--- src/rtl/bus_mastership_ctrl.sv ---
// Bus mastership controller for PiStorm16.
//
// Acquires 68000 bus mastership on the Amiga bus with the BR/BG/BGACK
// three-wire handshake before any PiStorm16 bus cycle runs. The owned bus is
// then shared round-robin between two internal requesters:
//   requester 0 : Pi access state machine
//   requester 1 : DMA/refresh engine
// Mastership is handed back after IDLE_HOLD strobes with no request, and the
// acquisition is aborted if the CPU has not granted within BG_TIMEOUT strobes.
//
// Ports:
//   sys_clk        system clock (PLL, 140 MHz)
//   nRST           asynchronous active-low reset
//   mc_clk_falling one-sys_clk strobe per CLK_7M falling edge; the bus-side
//                  inputs below are evaluated only while it is high
//   bg_n_sync      synchronized nBG_IN
//   as_n_sync      synchronized nAS
//   dtack_n_sync   synchronized nDTACK
//   bgack_n_sync   synchronized nBGACK_IN
//   req[1:0]       level requests, held until the requester is done
//   done[1:0]      one-cycle pulse, requester finished its cycle
//   gnt[1:0]       one-hot grant; a requester may run only while its bit is set
//   br_oe          drive nBR low
//   bgack_oe       drive nBGACK low
//   is_master      bus owned (OWN or GRANT)
//   bg_timeout     sticky abort flag, cleared by clr_err (set has priority)
//   clr_err        clear bg_timeout
module bus_mastership_ctrl #(
  parameter int unsigned IDLE_HOLD  = 16,
  parameter int unsigned BG_TIMEOUT = 255
) (
  input  logic       sys_clk,
  input  logic       nRST,
  input  logic       mc_clk_falling,
  input  logic       bg_n_sync,
  input  logic       as_n_sync,
  input  logic       dtack_n_sync,
  input  logic       bgack_n_sync,
  input  logic [1:0] req,
  input  logic [1:0] done,
  output logic [1:0] gnt,
  output logic       br_oe,
  output logic       bgack_oe,
  output logic       is_master,
  output logic       bg_timeout,
  input  logic       clr_err
);

  // One counter serves both the BG timeout and the idle-hold timer; it is
  // sized for the larger of the two limits.
  localparam int unsigned CntMax = (BG_TIMEOUT > IDLE_HOLD) ? BG_TIMEOUT : IDLE_HOLD;
  localparam int unsigned CntW   = $clog2(CntMax + 1);

  typedef enum logic [2:0] {
    StIdle,
    StReq,
    StWaitBus,
    StOwn,
    StGrant,
    StRelease
  } state_e;

  state_e            state_q, state_d;
  logic              br_oe_q, br_oe_d;
  logic              bgack_oe_q, bgack_oe_d;
  logic [1:0]        gnt_q, gnt_d;
  logic              last_q, last_d;
  logic              bg_timeout_q, bg_timeout_d;
  logic [CntW-1:0]   cnt_q, cnt_d;

  logic [CntW-1:0]   cnt_inc;
  logic              bg_expired;
  logic              hold_expired;
  logic              bus_idle;
  logic              abort;
  logic              win_idx;

  assign cnt_inc      = cnt_q + 1'b1;
  assign bg_expired   = (cnt_inc == CntW'(BG_TIMEOUT));
  assign hold_expired = (cnt_inc == CntW'(IDLE_HOLD));
  // The previous master has let go only when AS, DTACK and BGACK are all negated.
  assign bus_idle     = as_n_sync & dtack_n_sync & bgack_n_sync;

  // Round-robin: the requester that was not served last wins if it asks,
  // otherwise the one that was served last.
  always_comb begin
    win_idx = last_q;
    if (req[~last_q]) begin
      win_idx = ~last_q;
    end
  end

  always_comb begin
    state_d    = state_q;
    br_oe_d    = br_oe_q;
    bgack_oe_d = bgack_oe_q;
    gnt_d      = gnt_q;
    last_d     = last_q;
    cnt_d      = cnt_q;
    abort      = 1'b0;

    unique case (state_q)
      StIdle: begin
        br_oe_d    = 1'b0;
        bgack_oe_d = 1'b0;
        gnt_d      = 2'b00;
        // A pending abort blocks new acquisitions until software clears it.
        if ((|req) && !bg_timeout_q) begin
          state_d = StReq;
          br_oe_d = 1'b1;
          cnt_d   = '0;
        end
      end

      StReq: begin
        if (mc_clk_falling) begin
          cnt_d = cnt_inc;
          if (!bg_n_sync) begin
            state_d = StWaitBus;
          end else if (bg_expired) begin
            abort = 1'b1;
          end
        end
      end

      StWaitBus: begin
        if (mc_clk_falling) begin
          if (bus_idle) begin
            // BGACK takes over from BR on the same edge, so the two never overlap.
            state_d    = StOwn;
            br_oe_d    = 1'b0;
            bgack_oe_d = 1'b1;
            cnt_d      = '0;
          end else begin
            cnt_d = cnt_inc;
            if (bg_expired) begin
              abort = 1'b1;
            end
          end
        end
      end

      StOwn: begin
        if (|req) begin
          state_d = StGrant;
          gnt_d   = win_idx ? 2'b10 : 2'b01;
          cnt_d   = '0;
        end else if (mc_clk_falling) begin
          cnt_d = cnt_inc;
          if (hold_expired) begin
            state_d    = StRelease;
            bgack_oe_d = 1'b0;
            cnt_d      = '0;
          end
        end
      end

      StGrant: begin
        // Only the granted requester's done ends the grant; a dropped req
        // without done keeps the grant alive.
        if (|(done & gnt_q)) begin
          state_d = StOwn;
          last_d  = gnt_q[1];
          gnt_d   = 2'b00;
          cnt_d   = '0;
        end
      end

      StRelease: begin
        // One strobe for the bus hand-back before BR may be raised again.
        if (mc_clk_falling) begin
          state_d = StIdle;
        end
      end

      default: begin
        state_d    = StIdle;
        br_oe_d    = 1'b0;
        bgack_oe_d = 1'b0;
        gnt_d      = 2'b00;
      end
    endcase

    if (abort) begin
      state_d = StIdle;
      br_oe_d = 1'b0;
    end
  end

  // Setting the abort flag takes priority over a simultaneous clear.
  always_comb begin
    bg_timeout_d = bg_timeout_q;
    if (abort) begin
      bg_timeout_d = 1'b1;
    end else if (clr_err) begin
      bg_timeout_d = 1'b0;
    end
  end

  always_ff @(posedge sys_clk or negedge nRST) begin
    if (!nRST) begin
      state_q      <= StIdle;
      br_oe_q      <= 1'b0;
      bgack_oe_q   <= 1'b0;
      gnt_q        <= 2'b00;
      last_q       <= 1'b1;
      bg_timeout_q <= 1'b0;
      cnt_q        <= '0;
    end else begin
      state_q      <= state_d;
      br_oe_q      <= br_oe_d;
      bgack_oe_q   <= bgack_oe_d;
      gnt_q        <= gnt_d;
      last_q       <= last_d;
      bg_timeout_q <= bg_timeout_d;
      cnt_q        <= cnt_d;
    end
  end

  assign gnt        = gnt_q;
  assign br_oe      = br_oe_q;
  assign bgack_oe   = bgack_oe_q;
  assign bg_timeout = bg_timeout_q;
  assign is_master  = (state_q == StOwn) || (state_q == StGrant);

endmodule

--- config.mk ---
export PLATFORM = sky130hd
export DESIGN_NAME = bus_mastership_ctrl
export DESIGN_NICKNAME = d
export VERILOG_FILES = /design/src/rtl/bus_mastership_ctrl.sv
export SDC_FILE = /design/constraint.sdc
export NUM_CORES = 1
export LEC_CHECK = 0
export BUFFER_PORTS_ARGS = -buffer_cell sky130_fd_sc_hd__buf_2
export CAP_MARGIN = 20
export CORE_MARGIN = 2
export CORE_UTILIZATION = 45
export CTS_BUF_LIST = sky130_fd_sc_hd__clkbuf_8
export CTS_CLUSTER_DIAMETER = 150
export DETAILED_ROUTE_END_ITERATION = 6
export HOLD_SLACK_MARGIN = 0.02
export PLACE_DENSITY = 0.72
export SYNTH_ARGS = -nofsm -noshare
export SYNTH_HDL_FRONTEND = slang
export SYNTH_SLANG_ARGS = --single-unit
--- constraint.sdc ---
create_clock -name sys_clk -period 2.1 [get_ports sys_clk]
set_input_delay 0.21 -clock sys_clk [delete_from_list [all_inputs] [get_ports sys_clk]]
set_output_delay 0.21 -clock sys_clk [all_outputs]
set_load 0.005 [all_outputs]
======== After elaboration in Yosys (flattened, before gate mapping) ========
Index checks and enable logic that the tools add are counted.
operators by class
  equality and inequality tests ........... 27
  add/subtract/negate cells ............... 1
  order comparisons ....................... 1
  muxes and demuxes ....................... 47
  reductions and logical operators ........ 17
  bitwise operators ....................... 6
operators with widths
  kind                                                              count
  8-bit two-way mux                                                 8
  8-bit one-hot mux with 5 select lines                             1
  3-bit two-way mux                                                 11
  3-bit != test (second input constant)                             8
  1-bit two-way mux                                                 19
  2-bit != test (second input constant)                             9
  3-bit one-hot mux with 6 select lines                             1
  6-bit AND reduction                                               2
  9-bit AND reduction                                               1
  8-bit by 1-bit adder with 8-bit output (second input constant)    1
  8-bit by 5-bit == test with 1-bit output (second input constant)  1
  8-bit == test (second input constant)                             1
  4-bit != test (second input constant)                             2
  3-bit by 2-bit == test with 1-bit output (second input constant)  2
  3-bit == test (second input constant)                             2
  2-bit two-way mux                                                 3
  1-bit one-hot mux with 3 select lines                             2
  2-bit one-hot mux with 3 select lines                             1
  3-bit AND reduction                                               2
  3-bit OR reduction                                                2
  5-bit nonzero test                                                1
  2-bit OR reduction                                                2
  4-bit OR reduction                                                1
  3-bit by 1-bit == test with 1-bit output (second input constant)  1
  other kinds (12)                                                  15
storage, ports and cells
  bits in registers ....................... 17

======== Longest topological paths before layout ========
  depth after elaboration ................. 8
  mapped depth ............................ 10
  depth with buffers taken out ............ 8

======== Worst setup path before layout ========
No wires, ideal clock.
  kind .................................... register to register
  start ................................... register cnt_q[0]
  end ..................................... register state_q[0]
  setup slack ............................. -19 ps
  arrival ................................. 1,992 ps
  buffers on the path ..................... 1
  clock period less this slack ............ 2,119 ps
  cell stages (with the launch flop) ...... 9
  path through ............................ dfrtp_1 > ha_1 > buf_2 > and3_1 > a32o_1 > a211oi_1 > a2bb2oi_2 > o31a_1 > a31oi_1
on the way
  cells in the longest elaborated chain, start to end .. 8
ends and longest elaborated chain
  element                                                   RTL line  RTL
  from (decl)                                               69        logic [CntW-1:0] cnt_q, cnt_d;
  from (signal assigned)                                    216       cnt_q <= cnt_d;
  8-bit by 1-bit adder with 8-bit output *                  78        assign cnt_inc = cnt_q + 1'b1;
  8-bit == test                                             79        assign bg_expired = (cnt_inc == CntW'(BG_TIMEOUT));
  1-bit two-way mux                                         120, 136
  1-bit two-way mux (on tied branches)                      128, 118
  1-bit two-way mux (on tied branches)                      127, 116
  1-bit one-hot mux with 2 select lines                     102       unique case (state_q)
  4-bit != test (no line) or 3-bit != test (tied branches)  -
  9-bit AND reduction (no line)                             -
  to (signal assigned)                                      202       state_q <= StIdle;
  to (signal assigned)                                      210       state_q <= state_d;
  to (decl)                                                 63        state_e state_q, state_d;
Every way passes the cells marked *; elsewhere a longest branch is shown, timed or not.
A chain may end at the register's enable or synchronous reset.

======== Worst setup path in the final report ========
  start ................................... register cnt_q[0]
  end ..................................... register cnt_q[6]
on the way
  cells in the longest elaborated chain, start to end .. 6
ends and longest elaborated chain
  element                                   RTL line  RTL
  8-bit by 1-bit adder with 8-bit output *  78
  8-bit by 5-bit == test with 1-bit output  80        assign hold_expired = (cnt_inc == CntW'(IDLE_HOLD));
  8-bit two-way mux                         150       if (hold_expired) begin
  8-bit two-way mux                         148       end else if (mc_clk_falling) begin
  8-bit two-way mux                         144       if (|req) begin
  8-bit one-hot mux with 5 select lines *   102
Every way passes the cells marked *; elsewhere a longest branch is shown, timed or not. The select of a mux whose other input is x is not followed.

==> metrics.md <==
| Metric | Value |
|---|---|
| CTS tree | `done` |
| Unrepaired setup endpoints after global routing | `yes` |
| Fmax achieved | `475.3 MHz` |
| EDFF count, synth | `0` |
| Final WS setup | `-0.004000 ns` |
| Vias in the first global route | `1,301` |
| Crit-path max FO | `8` |
| Pin count of the biggest net entering global routing | `18` |
| Setup crit end kind | `flop` |
| Syn_area_per_cell | `8.036 sq um` |
| Core ar. | `3003 sq um` |
| Global-route wire length before repair | `5.802 mm` |
| Clock skew | `0.001837 ns` |
| Final Hold Fails | `0` |
| Fraction of registers with async set/reset | `1.000` |
| WS Path Type | `reg -> reg` |
| Top post-synthesis cells by area | `dfrtp_1 (28%), o21ai_0 (6.4%), nand2_1 (5.3%)` |
| Worst min path class | `in -> reg` |
| All-Layer GR Usage | `0.2167` |
| Diodes inserted | `0` |
| WL/cell | `15.90 um` |
| Placer congestion estimate | `0.9344` |
| FF/Latch Area | `426.7 sq um` |
| Input/output buffers | `17` |
| # DRC | `0` |
| Synth Flop Type | `dfrtp_1` |
| Antenna violations before repair | `0` |
| Syn nets | `190` |
| Top-count cell post-synth | `nand2_1` |
| PD cells | `1116 nW/um^2` |
| Mux contribution to synthesized area | `0.03737` |
| Setup violations, final | `1` |
| Clk_lat worst skew | `0.26 ns` |
| Worst VDD drop | `0.0007689 V` |
| Initial drt markers | `88` |
| Clk root buf | `clkbuf_8` |
| Vias/cell | `5.917` |
| Status | `finished, violations left` |
| Simple-gate area share of the yosys netlist | `0.2874` |
| Die area | `3589 sq um` |
| Worst-path clk slew | `0.07 ns` |
| Post-route setup TNS | `-0.004000 ns` |
| Area growth syn-to-layout | `28.74%` |
| Placed cells | `231` |
| Largest family of logic cells by synthesized area | `simple AND/OR/NAND/NOR gates` |
| Distinct cell type count of the synthesized netlist | `53` |
| Worst-Margin Slew | `0.4174 ns` |
| Synth top area share | `0.2847` |
| CTS Buf Count | `3` |
| CP startpoint kind | `flop` |
| Clk sinks | `17` |
| Post-synthesis adder-cell area fraction | `0.02669` |
| DIE WIDTH | `59.91 um` |
| Mapped cell area | `1406 sq um` |
| Synth Warn # | `0` |
| Final net count | `225` |
| Multi-input gate area | `988.4 sq um` |
| Yosys top cell by area | `dfrtp_1` |
| Num rows | `20` |
| Tcrit/Tclk final | `1.002` |
| Leak | `0.8199 nW` |
| Share of layout cells above drive strength 1 | `0.3301` |
| Synth cell count leaders | `nand2_1 (20), o21ai_0 (18), nor2_1 (17), dfrtp_1 (16)` |
| Max_cap viols | `0` |
| Xor and xnor area share after synthesis | `0.01868` |
| Vias | `1,432` |
| Detailed placer's ending HPWL | `2.609 mm` |
| Routed WL | `3.848 mm` |
| Total grt overflow | `0` |
| Relative slew slack | `0.7217` |
| Filler instances | `261` |
| H-tree depth | `1` |
| Io pins | `18` |
| Starting density of the core | `0.4683` |
| Worst endpoint required time | `2.25 ns` |
| Sequential-to-total area share from yosys stat | `0.3034` |
| Crit path DAT | `2.25 ns` |
| Antenna Nets Post-Route | `0` |
| Final Max Slew Viols | `0` |
| Layout Cells excl Fill | `242` |
| Pre-antenna DRT Iters | `4` |
| Max Root-Sink Buffers | `2` |
| Synth Area in Compound Gates | `0.2571` |
| Flops & latches, synth | `17` |
| Tot Pwr | `2.021 mW` |
| Die H | `59.91 um` |
| Post-Synthesis Cells | `175` |
| Failing checks | `negative setup slack` |
| Min Tclk post-route | `2.104 ns` |
[layer usage]
layer  global-route usage  wire length, um  up-vias  share of wire
li1                     -                -      697              -
met3              0.02597              188       12          0.049
met5                    0                0        -              0
met4              0.07619              113        0          0.029
met1               0.2977             1719      679           0.45
met2               0.3494             1826       44           0.47
[final cells by class]
cell class              instances  area share
clock buffers                   3     0.02281
clock inverters                 1    0.002073
inverters                       7     0.01451
multi-input cells             140      0.5460
flip-flops and latches         17      0.2357
well taps                      33     0.02281
repair buffers                 41      0.1562
[layout by cell type, fill, tap and decap left out, types with 3 or more instances in the layout]
cell	count
dfrtp_1	16
nand2_1	20
nand3_1	4
nor3_1	6
buf_4	19
nand4_1	3
mux2i_1	3
buf_6	4
a31oi_1	3
buf_2	17
inv_1	8
nor2_1	16
o21ai_0	16
a21oi_1	7
nand2b_1	4
clkbuf_8	3
[sequential cells by signal (all words and copies together) (netlist names)]
name and flops:
bg_timeout 1, cnt_q 8, gnt 2, br_oe 1, state_q 3, last_q 1
bgack_oe 1
[worst max-delay path: stages (launching register included)]
cell and delay, ns:
dfrtp_1 0.42, ha_4 0.20, buf_6 0.13, buf_6 0.11
nor4b_4 0.27, nand3_2 0.12, nand3_4 0.11, a211oi_4 0.08
o21bai_4 0.24, nor2_2 0.05, a211o_1 0.26
[metrics by stage]
| step | instance area, sq um | hold slack [ns] | setup slack (ns) | utilization |
|---|---|---|---|---|
| global placement | 1594 | 0.1573 | 0.03912 | 0.5308 |
| floorplan | 1411 | -0.08559 | 0.005527 | - |
| detailed placement | 1594 | 0.1665 | -0.02244 | 0.5308 |
| global route | 1810 | 0.1634 | -0.1286 | 0.6029 |
| finish | 1810 | 0.1433 | -0.004000 | 0.6029 |
| CTS | 1652 | 0.1395 | 0.01660 | 0.5500 |
[report_power, final]
| part | internal, mW | switching, mW |
|---|---|---|
| clock | 0.130 | 0.117 |
| combinational | 0.565 | 0.710 |
| sequential | 0.429 | 0.0690 |
| total | 1.12 | 0.896 |
[cells by family after synthesis]
group,count (synthesis)
adders and majority gates,3
and+or+nand+nor,76
AOI/OAI and AO/OA,53
DFF,17
xor gates and xnor gates,3
buffers and inverters,18
muxes,5
[what timing repair did]
action / CTS / global route
hold buffers: 1 / 0
endpoints found under the hold margin: 16 / 0
resized for setup: 1 / 28
pin swaps: 0 / 17
buffers inserted: 0 / 6
endpoints found under the setup margin: 2 / 6
[path summary, 6_finish.rpt]
check	from	to	slack, ns	depth (start not counted)
worst max-delay path	cnt_q[0]$_DFFE_PN0P_	cnt_q[6]$_DFFE_PN0P_	-0.004	10
min in group asynchronous	nRST	cnt_q[2]$_DFFE_PN0P_	0.42	2
max in group asynchronous	nRST	last_q$_DFFE_PN1P_	1.35	2
worst max register to register	cnt_q[0]$_DFFE_PN0P_	cnt_q[6]$_DFFE_PN0P_	-0.004	10
worst min-delay path	clr_err	bg_timeout$_DFFE_PN0P_	0.14	2
worst min register to register	gnt[0]$_DFFE_PN0P_	gnt[0]$_DFFE_PN0P_	0.54	1
Power figures use the tool's default switching activity.
